## config.mk

```make
export PLATFORM = sky130hd
export DESIGN_NAME = data_mem_responder
export DESIGN_NICKNAME = d
export VERILOG_FILES = /design/src/rtl/data_mem_responder.sv
export SDC_FILE = /design/constraint.sdc
export NUM_CORES = 2
export LEC_CHECK = 0
export CAP_MARGIN = 20
export CORE_ASPECT_RATIO = 0.75
export CORE_MARGIN = 1
export CORE_UTILIZATION = 60
export CTS_CLUSTER_SIZE = 14
export DETAILED_ROUTE_END_ITERATION = 12
export PLACE_DENSITY = 0.74
export SYNTH_ARGS = -nofsm -noshare
export SYNTH_HDL_FRONTEND = slang
export SYNTH_SLANG_ARGS = --single-unit
```

## constraint.sdc

```tcl
create_clock -name Clock -period 4.4 [get_ports Clock]
set_input_delay 0.88 -clock Clock [delete_from_list [all_inputs] [get_ports Clock]]
set_output_delay 0.88 -clock Clock [all_outputs]
set_load 0.02 [all_outputs]
```

## src/rtl/data_mem_responder.sv

```systemverilog
// Data-side memory responder: word RAM plus one LED register, with
// programmable wait states signalled on DataWaitreq.
module data_mem_responder #(
  parameter int unsigned           WORD_SIZE     = 16,
  parameter int unsigned           DEPTH         = 256,
  parameter int unsigned           READ_LATENCY  = 2,
  parameter int unsigned           WRITE_LATENCY = 1,
  parameter logic [WORD_SIZE-1:0]  LED_ADDR      = 16'h1000
) (
  input  logic                 Clock,
  input  logic                 Resetn,
  input  logic [WORD_SIZE-1:0] DataAddr,
  input  logic [WORD_SIZE-1:0] DataOut,
  input  logic                 ReadData,
  input  logic                 WriteData,
  output logic [WORD_SIZE-1:0] DataIn,
  output logic                 DataWaitreq,
  output logic [WORD_SIZE-1:0] LEDR,
  output logic                 Err
);

  localparam int unsigned          AW      = (DEPTH > 1) ? $clog2(DEPTH) : 1;
  localparam logic [WORD_SIZE-1:0] DEPTH_W = WORD_SIZE'(DEPTH);
  localparam logic [3:0]           RLAT    = 4'(READ_LATENCY);
  localparam logic [3:0]           WLAT    = 4'(WRITE_LATENCY);

  typedef enum logic {IDLE, BUSY} state_t;

  state_t               state_q, state_d;
  logic [3:0]           cnt_q, cnt_d;
  logic                 wr_q, wr_d;
  logic [WORD_SIZE-1:0] addr_q, addr_d;
  logic [WORD_SIZE-1:0] wdata_q, wdata_d;
  logic [WORD_SIZE-1:0] rdata_q, rdata_d;
  logic [WORD_SIZE-1:0] led_q, led_d;
  logic                 err_q, err_d;

  logic [WORD_SIZE-1:0] mem [DEPTH];

  // Requests are masked while reset is held so nothing can commit or
  // drive DataIn through the zero-latency path during reset.
  logic                 rd_g, wr_g, req;
  logic [3:0]           lat;
  logic                 cur_ram, cur_led;
  logic [WORD_SIZE-1:0] cur_rdata;
  logic                 commit;
  logic [WORD_SIZE-1:0] c_addr, c_data;
  logic                 mem_we;

  assign rd_g    = ReadData & Resetn;
  assign wr_g    = WriteData & Resetn;
  assign req     = rd_g | wr_g;
  assign lat     = wr_g ? WLAT : RLAT;
  assign cur_ram = (DataAddr < DEPTH_W);
  assign cur_led = (DataAddr == LED_ADDR);

  // Read value of whatever the live address decodes to (0 when unmapped).
  always_comb begin
    cur_rdata = '0;
    if (cur_ram)      cur_rdata = mem[DataAddr[AW-1:0]];
    else if (cur_led) cur_rdata = led_q;
  end

  // Next-state and handshake outputs.
  always_comb begin
    state_d     = state_q;
    cnt_d       = cnt_q;
    wr_d        = wr_q;
    addr_d      = addr_q;
    wdata_d     = wdata_q;
    rdata_d     = rdata_q;
    err_d       = err_q;
    commit      = 1'b0;
    c_addr      = addr_q;
    c_data      = wdata_q;
    DataIn      = '0;
    DataWaitreq = 1'b0;
    case (state_q)
      IDLE: begin
        if (req) begin
          if ((rd_g & wr_g) | ~(cur_ram | cur_led)) err_d = 1'b1;
          if (lat == 4'd0) begin
            if (wr_g) begin
              commit = 1'b1;
              c_addr = DataAddr;
              c_data = DataOut;
            end else begin
              DataIn = cur_rdata;
            end
          end else begin
            DataWaitreq = 1'b1;
            wr_d        = wr_g;
            addr_d      = DataAddr;
            wdata_d     = DataOut;
            rdata_d     = wr_g ? '0 : cur_rdata;
            cnt_d       = lat - 4'd1;
            state_d     = BUSY;
          end
        end
      end
      BUSY: begin
        if (!req) begin
          // Processor abandoned the access: drop it without committing.
          err_d   = 1'b1;
          cnt_d   = 4'd0;
          state_d = IDLE;
        end else if (cnt_q != 4'd0) begin
          DataWaitreq = 1'b1;
          cnt_d       = cnt_q - 4'd1;
        end else begin
          if (wr_q) commit = 1'b1;
          else      DataIn = rdata_q;
          state_d = IDLE;
        end
      end
      default: state_d = IDLE;
    endcase
  end

  // Route a committing write to RAM or LED; unmapped writes fall away.
  always_comb begin
    led_d  = led_q;
    mem_we = 1'b0;
    if (commit) begin
      if (c_addr < DEPTH_W)        mem_we = 1'b1;
      else if (c_addr == LED_ADDR) led_d  = c_data;
    end
  end

  // Control and latched-request registers.
  always_ff @(posedge Clock or negedge Resetn) begin
    if (!Resetn) begin
      state_q <= IDLE;
      cnt_q   <= '0;
      wr_q    <= 1'b0;
      addr_q  <= '0;
      wdata_q <= '0;
      rdata_q <= '0;
      led_q   <= '0;
      err_q   <= 1'b0;
    end else begin
      state_q <= state_d;
      cnt_q   <= cnt_d;
      wr_q    <= wr_d;
      addr_q  <= addr_d;
      wdata_q <= wdata_d;
      rdata_q <= rdata_d;
      led_q   <= led_d;
      err_q   <= err_d;
    end
  end

  // RAM write port; contents survive reset.
  always_ff @(posedge Clock) begin
    if (mem_we) mem[c_addr[AW-1:0]] <= c_data;
  end

  assign LEDR = led_q;
  assign Err  = err_q;

endmodule

```

==> flow_summary.yaml <==
outcome:
  outcome: "completed"
cts:
  clk_pin_slew_ns: 0.06
  numClockSinks: 4167
  cts_setup_buffers: 0
  cts_buffer_depth: 4
  cts_tree: "built"
  cts-resized-gates: 0
  cts_max_level: 5
  cts_inserted_buffers: 373
  clk_latency_ns: 0.93
  root_buffer: "clkbuf_16"
route:
  avgRoutedWirePerCell_um: 39.9
  drtAntennaViolNets: 0
  num_vias: 89500
  drt-pass1-iter-count: 6
  drc: 0
  viasPerCell: 7.27
  drt_iter0_drc: 17300
  routed_wl_um: 491000
power:
  clock_power_share: 0.368
  internal-power_mw: 65.0
  p_sw_mw: 20.2
  peakVddDrop_mv: 0.380
  seqPwrFrac: 0.549
  power.density_mw_per_mm2: 464
  p_leak_nw: 59.5
  switching_share: 0.238
  comb_power_share: 0.084
setup_path:
  crit_chain: "inv_1 > ha_1 > and4bb_2 > nor2b_1 > nor2b_1 > buf_4 > and2_1 > clkdlybuf4s50_1"
  cp_slowest_stage_delay_ns: 0.60
  r2r_setup_slack_ns: 0.31
  rr_worst_depth: 10
  path_buf_inv: 3
  criticalPathCategory: "register to primary output"
  cp_max_fo: 16
  worstSetupPathDepth: 8
  timing.rr.start: "cnt_q[0]$_DFFE_PN0P_"
  crit_required_ns: 3.52
  crit_path_frequent_cell: "nor2b_1"
  crit_end: "DataIn[3]"
  arrival_ns: 3.37
  start_kind: "register"
  crit_start: "cnt_q[0]$_DFFE_PN0P_"
  cp_slowest_cell: "clkdlybuf4s50_1"
  critPathTopFamily: "buffers and inverters"
  crit_path_end_kind: "primary output"
  r2r_end: "mem[143][4]$_DFFE_PP_"
yosys:
  yosysSeqAreaShare: 0.773
  syn_area_mm2: 0.161
  synth-main-ff-cell: "edfxtp_1"
  synth_top_cell_by_area: "edfxtp_1"
  syn-num-nets: 7640
  synthCells: 7603
  ys_ff_latch: 4167
  async_flop_share: 0.0170
  yosysMostFrequentCell: "edfxtp_1"
  avgSynthCellArea_um2: 21.2
  synth_edf_count: 4096
  synth_area_leaders: "edfxtp_1, mux4_2, mux2i_1, dfrtp_1, nor2_1"
  synth_common_cells: "edfxtp_1, mux4_2, mux2i_1"
  synth_top_area_share: 0.762
  ys_warn_count: 0
  yosys.cell_types.count: 80
sta:
  finalClockSkew_ns: 0.0606
  fin_crit_ns: 4.25
  timing.hold.ws_ns: 0.417
  finalSetupViolations: 0
  relSlewSlack: 0.128
  clock.fmax_mhz: 235
  hold_viol_final: 0
  timing.final.ws_setup_ns: 0.147
  slew_violations: 0
  tightest_slew_ns: 1.30
  rsz0062_at_grt: "no"
  fin_crit_sh: 0.967
floorplanning:
  io-pin-count: 70
  start_util: 0.605
  fp.dieH_um: 451
  die-area_mm2: 0.271
  core_mm2: 0.267
  die_w_um: 601
  num_rows: 164
placement:
  finalWeightedCongestion: 0.956
  dp_hpwl_um: 300000
  place_ws_ns: -0.122
  portBuffers: 69
final_layout:
  regArea_mm2: 0.125
  multi_input_area_mm2: 0.0341
  post-route-util: 0.687
  layout-drive-gt1-share: 0.266
  fillCellCount: 15700
  syn_to_final_growth_pct: 13.6
  finalNetCount: 8460
worst_hold_path:
  min_path_type: "input port to register"
  hold_start: "DataAddr[6]"
global_route:
  grt_pass1_vias: 85300
  grt_pass1_wl_um: 677000
  track_usage: 0.362
  grt_overflow: 0
  antenna_found_initial: 47
  grt_max_degree: 169
flow_run:
  cap_violations: 0
worst min-delay path by stage:
stage	end	slack (ns)	cells after the start
floorplan	addr_q[14]$_DFFE_PN0P_	0.45	2
global placement	addr_q[14]$_DFFE_PN0P_	0.46	2
detailed placement	addr_q[8]$_DFFE_PN0P_	0.46	2
CTS	wr_q$_DFFE_PN0P_	0.27	2
global route	addr_q[6]$_DFFE_PN0P_	0.38	3
finish	addr_q[6]$_DFFE_PN0P_	0.42	3
timing repair:
| item | 4_1_cts | 5_1_grt |
|---|---|---|
| hold endpoints to repair | 0 | 15 |
| hold buffers | 0 | 1 |
| setup endpoints to repair | 0 | 0 |
per-stage QoR:
stage / cell area (µm²) / setup TNS (ns) / power [mW] / instances
6_report: 184000 / 0 / 85.2 / 12300
5_1_grt: 183000 / 0 / 86.6 / 12300
4_1_cts: 183000 / 0 / 84.8 / 12300
3_5_place_dp: 172000 / -4.93 / 54.3 / 11600
3_3_place_gp: 172000 / -10.99 / 53.9 / 11600
2_1_floorplan: 161000 / 0 / 51.0 / 7603
state kept, by name (all words and copies together), names as in the netlist:
| signal | count |
|---|---|
| Err | 1 |
| LEDR | 16 |
| addr_q | 16 |
| cnt_q | 4 |
| mem | 4096 |
| rdata_q | 16 |
| state_q | 1 |
| wdata_q | 16 |
| wr_q | 1 |
worst min-delay path, stage by stage:
cell and delay [ns]:
buf_2 0.24, nand2_1 0.12, nand2_1 0.05
cells by family (layout without fill, tap and decap cells):
| family | Yosys count | in the layout | share of synthesized area |
|---|---|---|---|
| and+or+nand+nor | 830 | 830 | 0.0230 |
| muxes | 1367 | 1367 | 0.153 |
| xor gates and xnor gates | 1 | 1 | 0.0000543 |
| AOI/OAI and AO/OA | 777 | 777 | 0.0338 |
| DFF | 4167 | 4167 | 0.773 |
| adders and majority gates | 2 | 2 | 0.000139 |
| buffers and inverters | 459 | 1550 | 0.0175 |
| other | 0 | 36 | 0 |
power by group through the flow:
stage	registers, mW	logic [mW]	clock network (mW)
after floorplan	48.7	2.27	0
after global placement	47.6	6.35	0
after detailed placement	47.7	6.61	0
after CTS	46.8	6.64	31.4
after global routing	46.7	7.14	32.7
final	46.8	7.12	31.4
cell type report:
class | instances | area share
sequential | 4167 | 0.680
antenna | 36 | 0.000491
inverter | 11 | 0.000307
timing repair buffer | 893 | 0.0470
tap | 3569 | 0.0243
clock buffer | 509 | 0.0551
multi-input combinational | 2977 | 0.186
clock inverter | 137 | 0.00659
cells in the final DEF (no fill, tap or decap), types with 13 or more instances in the layout:
master           synthesis  final
a211oi_1                13     13
a21oi_1                136    136
a221oi_1                19     19
a22o_1                  13     13
a22oi_1                 68     68
a31oi_1                 25     25
and2_1                  37     36
buf_12                   4    134
buf_4                   56    684
bufinv_16                0     20
clkbuf_1               166    118
clkbuf_16                0    380
clkdlybuf4s50_1          0     60
clkinv_1                 0     67
clkinv_2                 0     34
dfrtp_1                 71     55
dfrtp_4                  0     16
diode_2                  0     36
edfxtp_1              4096   4096
mux2_2                  29     29
mux2i_1                464    464
mux4_2                 869    869
nand2_1                226    222
nand3_1                 64     58
nand4_1                 19     19
nor2_1                 339    284
nor2_2                   0     54
nor2b_1                 26     17
nor3_1                  35     33
o2111ai_1               13     13
o211ai_1                17     17
o21ai_0                 88     88
o221ai_1               140    140
o22ai_1                125    125
o31ai_1                 19     19
or3_1                   18     18
layer usage:
layer	global-route usage	up-vias	part of all wire
li1	-	33600	-
met1	0.509	45700	0.34
met2	0.507	8640	0.43
met3	0.141	1458	0.18
met4	0.161	36	0.054
met5	0.00793	-	0.0016
Note: power is estimated with default switching activity, not from simulation.
